**src/rtl/aes_cipher_iter.sv**
```systemverilog
// Iterative AES forward cipher: one round per clock through a single shared round datapath.
// Byte n of a block sits at bits [8n+7:8n]; round key r is {rkey[4r+3], ..., rkey[4r]}.
module aes_cipher_iter #(
  parameter int Nk = 4,
  parameter int Nr = Nk + 6
) (
  input  logic                      clk,
  input  logic                      rst,
  input  logic [4*(Nr+1)-1:0][31:0] rkey,
  input  logic                      in_valid,
  output logic                      in_ready,
  input  logic [127:0]              pt,
  output logic                      out_valid,
  input  logic                      out_ready,
  output logic [127:0]              ct,
  output logic                      busy
);

  localparam int CW = $clog2(Nr + 1);

  localparam logic [0:255][7:0] SBOX = {
    128'h637c777bf26b6fc53001672bfed7ab76,
    128'hca82c97dfa5947f0add4a2af9ca472c0,
    128'hb7fd9326363ff7cc34a5e5f171d83115,
    128'h04c723c31896059a071280e2eb27b275,
    128'h09832c1a1b6e5aa0523bd6b329e32f84,
    128'h53d100ed20fcb15b6acbbe394a4c58cf,
    128'hd0efaafb434d338545f9027f503c9fa8,
    128'h51a3408f929d38f5bcb6da2110fff3d2,
    128'hcd0c13ec5f974417c4a77e3d645d1973,
    128'h60814fdc222a908846eeb814de5e0bdb,
    128'he0323a0a4906245cc2d3ac629195e479,
    128'he7c8376d8dd54ea96c56f4ea657aae08,
    128'hba78252e1ca6b4c6e8dd741f4bbd8b8a,
    128'h703eb5664803f60e613557b986c11d9e,
    128'he1f8981169d98e949b1e87e9ce5528df,
    128'h8ca1890dbfe6426841992d0fb054bb16
  };

  typedef enum logic [1:0] {
    IDLE  = 2'd0,
    ROUND = 2'd1,
    DONE  = 2'd2
  } state_e;

  state_e          state_q, state_d;
  logic [CW-1:0]   cnt_q, cnt_d;
  logic [127:0]    st_q, st_d;

  logic [127:0]    rk [Nr+1];
  logic [127:0]    sb, sr, mc, rnd;
  logic            last_round;

  function automatic logic [7:0] xtime(input logic [7:0] b);
    return {b[6:0], 1'b0} ^ (b[7] ? 8'h1b : 8'h00);
  endfunction

  genvar gi;

  generate
    for (gi = 0; gi <= Nr; gi++) begin : g_rk
      assign rk[gi] = rkey[4*gi +: 4];
    end

    // Byte (row r, col c) lives at index 4c+r; row r rotates left by r columns.
    for (gi = 0; gi < 16; gi++) begin : g_sub_shift
      assign sb[8*gi +: 8] = SBOX[st_q[8*gi +: 8]];
      assign sr[8*gi +: 8] = sb[8*((gi % 4) + 4*(((gi / 4) + (gi % 4)) % 4)) +: 8];
    end

    for (gi = 0; gi < 4; gi++) begin : g_mix
      logic [7:0] a0, a1, a2, a3;
      assign a0 = sr[32*gi +  0 +: 8];
      assign a1 = sr[32*gi +  8 +: 8];
      assign a2 = sr[32*gi + 16 +: 8];
      assign a3 = sr[32*gi + 24 +: 8];
      assign mc[32*gi +  0 +: 8] = xtime(a0) ^ xtime(a1) ^ a1 ^ a2 ^ a3;
      assign mc[32*gi +  8 +: 8] = a0 ^ xtime(a1) ^ xtime(a2) ^ a2 ^ a3;
      assign mc[32*gi + 16 +: 8] = a0 ^ a1 ^ xtime(a2) ^ xtime(a3) ^ a3;
      assign mc[32*gi + 24 +: 8] = xtime(a0) ^ a0 ^ a1 ^ a2 ^ xtime(a3);
    end
  endgenerate

  // The final round skips MixColumns.
  assign last_round = (cnt_q == CW'(Nr));
  assign rnd        = (last_round ? sr : mc) ^ rk[cnt_q];

  always_comb begin
    state_d  = state_q;
    cnt_d    = cnt_q;
    st_d     = st_q;
    in_ready = (state_q == IDLE) || ((state_q == DONE) && out_ready);
    case (state_q)
      IDLE: begin
        if (in_valid) begin
          st_d    = pt ^ rk[0];
          cnt_d   = CW'(1);
          state_d = ROUND;
        end
      end
      ROUND: begin
        st_d = rnd;
        if (last_round) begin
          state_d = DONE;
        end else begin
          cnt_d = cnt_q + CW'(1);
        end
      end
      DONE: begin
        if (out_ready) begin
          if (in_valid) begin
            st_d    = pt ^ rk[0];
            cnt_d   = CW'(1);
            state_d = ROUND;
          end else begin
            state_d = IDLE;
          end
        end
      end
      default: begin
        state_d = IDLE;
      end
    endcase
  end

  always_ff @(posedge clk or posedge rst) begin
    if (rst) begin
      state_q <= IDLE;
      cnt_q   <= '0;
      st_q    <= '0;
    end else begin
      state_q <= state_d;
      cnt_q   <= cnt_d;
      st_q    <= st_d;
    end
  end

  assign out_valid = (state_q == DONE);
  assign ct        = st_q;
  assign busy      = (state_q != IDLE);

endmodule
```
**config.mk**
```make
export PLATFORM = sky130hd
export DESIGN_NAME = aes_cipher_iter
export DESIGN_NICKNAME = d
export VERILOG_FILES = /design/src/rtl/aes_cipher_iter.sv
export SDC_FILE = /design/constraint.sdc
export NUM_CORES = 2
export LEC_CHECK = 0
export ABC_AREA = 0
export CORE_AREA = 2 2 650 652
export DETAILED_ROUTE_END_ITERATION = 6
export DIE_AREA = 0 0 652 654
export GPL_TIMING_DRIVEN = 0
export PLACE_DENSITY = 0.46
export RECOVER_POWER = 50
export SYNTH_ARGS = -nofsm -noshare
export SYNTH_HDL_FRONTEND = slang
export SYNTH_SLANG_ARGS = --single-unit
```
**constraint.sdc**
```tcl
create_clock -name clk -period 5.8 [get_ports clk]
set_input_delay 1.16 -clock clk [delete_from_list [all_inputs] [get_ports clk]]
set_output_delay 1.16 -clock clk [all_outputs]
set_load 0.01 [all_outputs]
```
==> results.md <==
* Final Net Count at 14700
* Final design instance area without fill at 110000 um^2
* Class of the tightest hold or removal check: reg2reg
* Largest net degree at the start of global routing at 69
* Ports placed on the boundary at 1671
* Number of optimization iterations in the first detailed-route pass at 7
* Actual slew at the worst max-slew pin at 4.06 ns
* Startpoint Class: register
* Wire length of the first global-routing pass at 1400000 um
* Fraction of met1 tracks used by global routing at 57.3%
* Syn Area/Cell at 7.16 um^2
* Data required time of the critical path at 6.28 ns
* Largest delay share family, worst path: buffers and inverters
* Clock net sink count at 134
* Share of synthesized area occupied by flip-flops and latches at 4.22%
* Buffers plus inverters on the worst setup path at 6
* Hold buffer count at cts at 0
* Number of cell instances on the worst register-to-register path at 12
* Final number of setup-violating endpoints at 47
* Portion of synthesized cell area occupied by the leading cell type at 12.2%
* Max frequency at 163 MHz
* Site Rows at 238
* Met3 Resource Use GR at 19.0%
* Proportion of register bits with asynchronous set or reset after synthesis at 100%
* Post-synthesis cell type count at 136
* Detailed placer's ending HPWL at 932000 um
* Clock latency at the later pin of the worst-skew pair at 0.65 ns
* Detailed router's first-iteration violation count at 21100
* Count of flip-flops with a built-in enable after synthesis at 0
* Number of antenna violations at the first check in global routing at 392
* Die area at 426000 um^2
* Worst slew slack as a fraction of its limit at -170%
* Syn Inst Count at 11100
* Crit-path max FO at 10
* Area of the multi-input gates at 70900 um^2
* Hold path endpoint: cnt_q[1]
* Register clock-pin slew on the reported worst setup and hold paths at 0.08 ns
* Vias per cell at 6.67
* Final weighted congestion in routability-driven placement at 1.08
* Most Used Layer, Global Route: met2
* Cell with the largest stage delay on the worst path: sky130_fd_sc_hd__buf_1
* Final worst clock skew at 0.0383 ns
* Unrepaired setup endpoints after global routing: true
* Routed wire length at 1130000 um
* DRC violation count after routing at 3
* Num CTS Buffers at 25
* Post-synthesis cell area at 79500 um^2
* Filler cell count in the final layout at 47300
* Part of the cycle the worst path needs at 105%
* Hold wc startpoint: cnt_q[1]
* Endpoint of the worst-slack reg-to-reg timing path: ct[34]
* FF+latch count, synth at 134
* Final Hold Fails at 0
* Total overflow reported by the global router at 0
* Number of nets produced by synthesis at 12900
* Fraction of layout instances using a drive strength above 1 at 14.9%
* Arr. time, crit path at 6.59 ns
* Initial cell density of the core at 19.0%
* Area of all sequential standard cells at 3400 um^2
* Synth top area cells: sky130_fd_sc_hd__mux4_2 12%, sky130_fd_sc_hd__xnor2_1 6.0%, sky130_fd_sc_hd__o21ai_0 5.9%, sky130_fd_sc_hd__a21oi_1 5.5%, sky130_fd_sc_hd__mux2i_1 4.3%
* Run status: complete, but fails checks
* Final Slew Violations at 198
* Critical register-to-register path startpoint: cnt_q[1]
* Routed length per instance at 59.8 um
* Clock Root Buffer: sky130_fd_sc_hd__clkbuf_16
* Clock tree from TritonCTS: done
* Critical path, cell by cell: buf_2, clkdlybuf4s15_2, buf_4, clkbuf_2, buf_12, buf_1, mux2i_1, nor2_1, a21oi_1, o22ai_1, xnor2_1, o21ai_1
* CTS max path bufs at 3
* CTS H-tree lvls at 4
* Number of port buffers at 1670
* Primary FF master, synth: sky130_fd_sc_hd__dfrtp_1
* Standard cell area after detailed placement at 105000 um^2
* Type of element capturing the critical path: register
* Number of max-capacitance violations reported at 22
* Setup slack, reg-to-reg at -0.32 ns
* Violated checks: DRC, capacitance limit, slew limit, setup timing
* Placeable core region at 419000 um^2
* Die Y-Extent at 654 um
* Synthesis warning total at 0
* Hold-critical path depth at 2
* Slack of the critical path at -0.318 ns
* Minimum period implied by the final worst setup slack at 6.12 ns
* Global routing usage on met2 at 71.2%
* Slowest Stage Delay on Critical Path at 0.81 ns
* DR vias at 126000
* Biggest area consumer among synthesized cells: sky130_fd_sc_hd__mux4_2
* Detail Route Antenna Nets at 0
* Signed area change from the synthesized netlist to the final layout at 37.9%
* Number of global-route vias before repair at 116000
* Startpoint-to-endpoint class of the critical path: reg2reg
* Width of the die at 652 um
* Total track usage at 50.7%
==> registers in the layout, indices dropped and copies added, names as in the netlist <==
name and flops:
state_q 2, ct 128, cnt_q 4
==> final cells by class <==
| type | instances | share of cell area, % |
|---|---|---|
| Antenna cell | 487 | 1.11 |
| Buffer | 1305 | 5.84 |
| Tap cell | 5520 | 6.30 |
| Timing Repair Buffer | 1848 | 17.7 |
| Multi-Input combinational cell | 9458 | 64.7 |
| Inverter | 181 | 0.664 |
| Clock inverter | 1 | 0.00456 |
| Sequential cell | 134 | 3.10 |
| Clock buffer | 32 | 0.631 |
==> metrics by stage <==
step	hold WS, ns	setup TNS, ns	utilization (%)	setup slack, ns	cells
2_1_floorplan	0.555	0	-	1.06	11100
6_report	0.662	-6.22	26.2	-0.318	19000
4_1_cts	0.650	-0.0248	25.7	-0.0248	18500
3_5_place_dp	0.640	-192.93	25.0	-3.18	18400
3_3_place_gp	0.625	-818.64	24.6	-4.76	18300
5_1_grt	0.684	-0.236	26.1	-0.133	18800
==> worst reg2reg max path, delay by kind of cell (launching register included) <==
kind / cells / cell delay [ns]
buffers and inverters: 6 / 3.50
AOI/OAI and AO/OA: 3 / 1.48
DFF: 1 / 0.40
muxes: 1 / 0.30
xor gates and xnor gates: 1 / 0.24
and+or+nand+nor: 1 / 0.05
==> per-layer routing <==
metal	vias up	wire length, um
li1	46700	-
met4	102	136000
met1	64900	410000
met3	3067	132000
met2	11700	456000
met5	-	732
==> worst max path at each step <==
stage / startpoint / endpoint / slack (ns) / cells after the start
final: cnt_q[1] / ct[34] / -0.32 / 12
after global routing: ct[96] / ct[125] / -0.13 / 16
after CTS: ct[24] / ct[51] / -0.02 / 15
after detailed placement: ct[25] / ct[51] / -3.18 / 16
after global placement: cnt_q[1] / ct[69] / -4.76 / 10
after floorplan: rst / cnt_q[0] / 1.06 / 1
==> cells by family after synthesis <==
kind of cell             synth area share [%]
buffers and inverters                    8.61
flip-flops                               4.22
AO/OA/AOI/OAI                            35.6
AND/OR/NAND/NOR                          21.4
multiplexers                             17.0
adder cells (fa/ha/maj)                  3.72
XOR/XNOR                                 9.39
==> layout by cell type (no fill, tap or decap), types with 82 or more instances in the layout <==
cell type and n:
sky130_fd_sc_hd__mux4_2 432, sky130_fd_sc_hd__o311ai_0 153, sky130_fd_sc_hd__nand2b_1 324, sky130_fd_sc_hd__mux2i_1 332, sky130_fd_sc_hd__nor3_1 376, sky130_fd_sc_hd__buf_2 466, sky130_fd_sc_hd__a311oi_1 151, sky130_fd_sc_hd__clkdlybuf4s50_1 1661
sky130_fd_sc_hd__nand2_1 715, sky130_fd_sc_hd__ha_1 227, sky130_fd_sc_hd__buf_4 149, sky130_fd_sc_hd__and2_1 82, sky130_fd_sc_hd__o22ai_1 194, sky130_fd_sc_hd__o31ai_1 108, sky130_fd_sc_hd__nor2_1 822, sky130_fd_sc_hd__a31oi_1 216
sky130_fd_sc_hd__nor2b_1 262, sky130_fd_sc_hd__xor2_1 218, sky130_fd_sc_hd__o211ai_1 185, sky130_fd_sc_hd__o21ai_0 915, sky130_fd_sc_hd__clkbuf_2 131, sky130_fd_sc_hd__dfrtp_1 105, sky130_fd_sc_hd__xnor2_1 525, sky130_fd_sc_hd__diode_2 487
sky130_fd_sc_hd__clkbuf_1 490, sky130_fd_sc_hd__a21oi_1 852, sky130_fd_sc_hd__a211oi_1 196, sky130_fd_sc_hd__a221oi_1 166, sky130_fd_sc_hd__nand3_1 300, sky130_fd_sc_hd__inv_1 123
==> synthesized netlist by cell type (58+ instances only) <==
library cell,count
sky130_fd_sc_hd__nor3b_1,59
sky130_fd_sc_hd__nor2b_1,287
sky130_fd_sc_hd__a21o_1,58
sky130_fd_sc_hd__a211o_1,69
sky130_fd_sc_hd__nor2_1,851
sky130_fd_sc_hd__a221oi_1,169
sky130_fd_sc_hd__xnor2_1,549
sky130_fd_sc_hd__a2111oi_0,58
sky130_fd_sc_hd__o311ai_0,160
sky130_fd_sc_hd__and3_1,79
sky130_fd_sc_hd__o221ai_1,65
sky130_fd_sc_hd__dfrtp_1,134
sky130_fd_sc_hd__mux4_2,432
sky130_fd_sc_hd__a31oi_1,220
sky130_fd_sc_hd__xor2_1,225
sky130_fd_sc_hd__buf_1,119
sky130_fd_sc_hd__or3_1,68
sky130_fd_sc_hd__o31ai_1,108
sky130_fd_sc_hd__nor3_1,382
sky130_fd_sc_hd__a21oi_1,875
sky130_fd_sc_hd__and2_1,84
sky130_fd_sc_hd__o211ai_1,185
sky130_fd_sc_hd__a311oi_1,155
sky130_fd_sc_hd__o22ai_1,206
sky130_fd_sc_hd__or2_2,68
sky130_fd_sc_hd__o21ai_0,942
sky130_fd_sc_hd__nand2_1,719
sky130_fd_sc_hd__nand3_1,301
sky130_fd_sc_hd__ha_1,235
sky130_fd_sc_hd__clkbuf_1,645
sky130_fd_sc_hd__buf_2,451
sky130_fd_sc_hd__mux2i_1,342
sky130_fd_sc_hd__inv_1,133
sky130_fd_sc_hd__nand2b_1,331
sky130_fd_sc_hd__buf_4,64
sky130_fd_sc_hd__a211oi_1,202
==> repair_timing <==
item | 4_1_cts | 5_1_grt
pin swaps | 26 | 7
resized for setup | 390 | 112
hold endpoints to repair | 0 | 0
endpoints found under the setup margin | 131 | 68
setup buffers | 77 | 25
cloned | 0 | 0
Power is left out: the tool's default activity adds up to more than one toggle a clock period on the data nets, which glitch-free logic cannot reach.
